[src/rtl/shift_reg_piso.sv]
// shift_reg_piso: parallel-in serial-out shifter with valid/ready load and valid/last framing.
// Define PISO_PARITY_EN to append an even-parity bit after the data bits.
module shift_reg_piso #(
  parameter int WIDTH     = 8,
  parameter bit MSB_FIRST = 1'b1
) (
  input  logic             clk,
  input  logic             rst_n,
  input  logic             load_valid,
  output logic             load_ready,
  input  logic [WIDTH-1:0] load_data,
  input  logic             ser_en,
  output logic             ser_out,
  output logic             ser_valid,
  output logic             ser_last
);

  localparam int CNT_W = $clog2(WIDTH);
  localparam logic [CNT_W-1:0] LAST_CNT = CNT_W'(WIDTH - 1);

  localparam logic [1:0] IDLE   = 2'd0;
  localparam logic [1:0] SHIFT  = 2'd1;
`ifdef PISO_PARITY_EN
  localparam logic [1:0] PARITY = 2'd2;
`endif

  logic [1:0]       state_q, state_d;
  logic [WIDTH-1:0] shift_q, shift_d;
  logic [CNT_W-1:0] cnt_q, cnt_d;
`ifdef PISO_PARITY_EN
  logic             parity_q, parity_d;
`endif

  logic             head_bit;
  logic [WIDTH-1:0] shifted;

  // The head is the bit on the wire; shifting moves the next bit into it.
  always_comb begin
    if (MSB_FIRST) begin
      head_bit = shift_q[WIDTH-1];
      shifted  = {shift_q[WIDTH-2:0], 1'b0};
    end else begin
      head_bit = shift_q[0];
      shifted  = {1'b0, shift_q[WIDTH-1:1]};
    end
  end

  always_comb begin
    state_d  = state_q;
    shift_d  = shift_q;
    cnt_d    = cnt_q;
`ifdef PISO_PARITY_EN
    parity_d = parity_q;
`endif
    case (state_q)
      IDLE: begin
        if (load_valid) begin
          shift_d  = load_data;
          cnt_d    = '0;
`ifdef PISO_PARITY_EN
          parity_d = ^load_data;
`endif
          state_d  = SHIFT;
        end
      end
      SHIFT: begin
        if (ser_en) begin
          shift_d = shifted;
          if (cnt_q == LAST_CNT) begin
            cnt_d   = '0;
`ifdef PISO_PARITY_EN
            state_d = PARITY;
`else
            state_d = IDLE;
`endif
          end else begin
            cnt_d = cnt_q + 1'b1;
          end
        end
      end
`ifdef PISO_PARITY_EN
      PARITY: begin
        if (ser_en) begin
          state_d = IDLE;
        end
      end
`endif
      default: begin
        state_d = IDLE;
      end
    endcase
  end

  always_ff @(posedge clk or negedge rst_n) begin
    if (!rst_n) begin
      state_q  <= IDLE;
      shift_q  <= '0;
      cnt_q    <= '0;
`ifdef PISO_PARITY_EN
      parity_q <= 1'b0;
`endif
    end else begin
      state_q  <= state_d;
      shift_q  <= shift_d;
      cnt_q    <= cnt_d;
`ifdef PISO_PARITY_EN
      parity_q <= parity_d;
`endif
    end
  end

  // Outputs decode registered state only, so no input reaches an output combinationally.
  always_comb begin
    load_ready = (state_q == IDLE);
    ser_valid  = 1'b0;
    ser_out    = 1'b0;
    ser_last   = 1'b0;
    if (state_q == SHIFT) begin
      ser_valid = 1'b1;
      ser_out   = head_bit;
`ifndef PISO_PARITY_EN
      ser_last  = (cnt_q == LAST_CNT);
`endif
    end
`ifdef PISO_PARITY_EN
    if (state_q == PARITY) begin
      ser_valid = 1'b1;
      ser_out   = parity_q;
      ser_last  = 1'b1;
    end
`endif
  end

endmodule

[config.mk]
export PLATFORM = sky130hd
export DESIGN_NAME = shift_reg_piso
export DESIGN_NICKNAME = d
export VERILOG_FILES = /design/src/rtl/shift_reg_piso.sv
export SDC_FILE = /design/constraint.sdc
export NUM_CORES = 1
export LEC_CHECK = 0
export ABC_AREA = 1
export BUFFER_PORTS_ARGS = -buffer_cell sky130_fd_sc_hd__buf_2
export CORE_MARGIN = 8
export CORE_UTILIZATION = 32
export DETAILED_ROUTE_END_ITERATION = 12
export HOLD_SLACK_MARGIN = 0.02
export PLACE_DENSITY = 0.64
export SYNTH_ARGS = -nofsm -noshare
export SYNTH_HDL_FRONTEND = slang
export SYNTH_SLANG_ARGS = --single-unit
[constraint.sdc]
create_clock -name clk -period 2.17 [get_ports clk]
set_input_delay 0.3255 -clock clk [delete_from_list [all_inputs] [get_ports clk]]
set_output_delay 0.3255 -clock clk [all_outputs]
set_load 0.03 [all_outputs]
==> flow_summary.ini <==
[run_status]
outcome = finished, final reports clean

[floorplanning]
dieHeight_um = 59.6
dieArea_um2 = 3560
fp.coreArea_um2 = 1760
die_w_um = 59.6
rows = 15
start_util_pct = 34.5
boundaryPins = 16

[finish]
design_area_um2 = 731
final_cell_count_no_fill = 124
diodes = 0
layout.nets = 115
fillers = 198
fin_util_pct = 41.4
area_growth_pct = 19.9
drive_gt1_share_pct = 20.2

[critical_path]
end_kind = output port
worstPathCellList = ha_1, ha_1, nand2_1, inv_1, buf_2
slowest_delay_ns = 0.40
cp-start-kind = register
ff2ff_path_depth = 5
slowest_stage = dfrtp_1
r2r_setup_slack_ns = 0.73
cp_common_cell = ha_1
path_max_fanout = 3
worstPathRequired_ns = 1.84
cp.arrival_ns = 1.35
path_class = reg -> out

[placed_design]
dpl_cell_area_um2 = 698
hpwl_um = 1010
place_ws_ns = 0.736
dpl.cell_count = 120
numPortBuffers = 15
gp_congestion = 0.779

[sta]
period_needed_ns = 1.67
timing.hold.ws_ns = 0.243
period_share_pct = 77.0
setup-violations-final = 0
slew_headroom_pct = 73.8
rsz0062_at_grt = no
clock.fmax_mhz = 598
setup_ws_ns = 0.498
fin_tns_setup_ns = 0
hold_viol = 0
tightest_slew_ns = 0.393
skew_ns = 0.00300
maxSlewViolCount = 0

[cts]
cts_root_buf = clkbuf_4
cts_buffer_depth = 2
htreeDepth = 1
path_clk_slew_ns = 0.07
clkLatencyLatePin_ns = 0.27
cts_tree = yes
clock_sinks = 12
cts_resized = 0
cts_made_buffers = 3

[logic_synthesis]
synth_top_area_share_pct = 49.3
ys_ff_latch = 12
synthTopCellsByArea = dfrtp_1, nand2_1, nand3_1
syn_avg_cell_area_um2 = 7.34
syn_nets = 97
synth.distinct_cells = 11
syn-cell-area_um2 = 609
syn_inst = 83
yosysTopAreaCell = dfrtp_1
ys_seq_area_share_pct = 49.3
yosysWarningCount = 0

[global_routing]
grt.total_usage_pct = 8.71
grt-ovfl-total = 0
grt_first_pass_wirelength_um = 2260
first_global_vias = 497
grt_max_degree = 14
antenna_found_initial = 0

[route]
via_per_inst = 4.44
firstDrtPassIters = 4
drtAntennaViolNets = 0
wire_per_inst_um = 10.7
routed_wirelength_um = 1320
vias = 550
drt-initial-drc-count = 11
drc = 0

[power]
internal_power_mw = 0.479
clkPwrFrac_pct = 16.7
leakage_nw = 0.450
p_seq_share_pct = 47.3
total_power_mw = 0.782
p_comb_share_pct = 35.9
switching_share_pct = 38.7
max-vdd-ir-drop_mv = 0.467
cellPowerDensity_nw_per_um2 = 1070
p_sw_mw = 0.302

[min_path]
whs_path_depth = 2
min-delay-path-class = in -> reg

[job]
cap_violations = 0
-- routing by layer --
metal  up-vias  GRT usage [%]  share of wire (%)
li1        291              -                  -
met1       241           10.2                 49
met2        14           12.3                 43
met3         4           4.99                5.8
met4         0           4.08                1.7
met5         -              0                  0
-- path summary, 6_finish.rpt --
kind	start	endpoint
worst min-delay path	ser_en	state_q[0]
worst min register to register	shift_q[0]	shift_q[0]
min in group asynchronous	rst_n	shift_q[4]
worst max-delay path	cnt_q[0]	ser_last
worst max register to register	state_q[0]	shift_q[1]
max in group asynchronous	rst_n	cnt_q[1]
-- sequential cells by signal (all words and copies together), names as in the netlist --
| name | flops |
|---|---|
| cnt_q | 3 |
| shift_q | 8 |
| state_q | 1 |
-- logic make-up after synthesis --
logic type | after synthesis | synth area share [%]
adders and majority gates | 2 | 4.11
DFF | 12 | 49.3
buffers and inverters | 7 | 5.34
and+or+nand+nor | 61 | 40.5
AOI/OAI and AO/OA | 1 | 0.821
-- what timing repair did --
| action | in CTS | in global routing |
|---|---|---|
| hold buffers | 1 | 0 |
| hold endpoints to repair | 12 | 0 |
| buffers inserted | 0 | 0 |
-- power by group through the flow --
stage | Clock [mW] | Combinational, mW | Sequential, mW
floorplan | 0 | 0.224 | 0.355
global placement | 0 | 0.285 | 0.370
detailed placement | 0 | 0.284 | 0.373
CTS | 0.140 | 0.288 | 0.367
global route | 0.151 | 0.334 | 0.382
finish | 0.131 | 0.281 | 0.370
-- cell usage after synthesis, drive strengths merged --
master,count
a21oi,1
nand2,47
nand3,12
dfrtp,12
nor2,2
ha,2
inv,4
buf,3
-- cells in the final DEF (no fill, tap or decap) --
cell / instances
dlygate4sd3_1: 1
nor2_1: 2
clkbuf_4: 3
inv_1: 3
buf_2: 15
dfrtp_1: 12
ha_1: 2
inv_2: 1
nand2_2: 1
nand3_1: 12
a21oi_1: 1
nand2_1: 46
-- cell type report --
class | count | area (um^2) | area share (%)
multi-input combinational | 64 | 277 | 37.8
inverter | 4 | 15.0 | 2.05
clock buffer | 3 | 22.5 | 3.08
timing repair buffer | 16 | 85.1 | 11.6
tap | 25 | 31.3 | 4.28
sequential | 12 | 300 | 41.1
-- critical path, delay by kind of cell, from the launching register on --
| family | cells | cell delay [ns] |
|---|---|---|
| buf+inv | 2 | 0.22 |
| fa+ha+maj | 2 | 0.40 |
| flops | 1 | 0.40 |
| simple gates | 1 | 0.07 |
(Power assumes the default switching activity.)
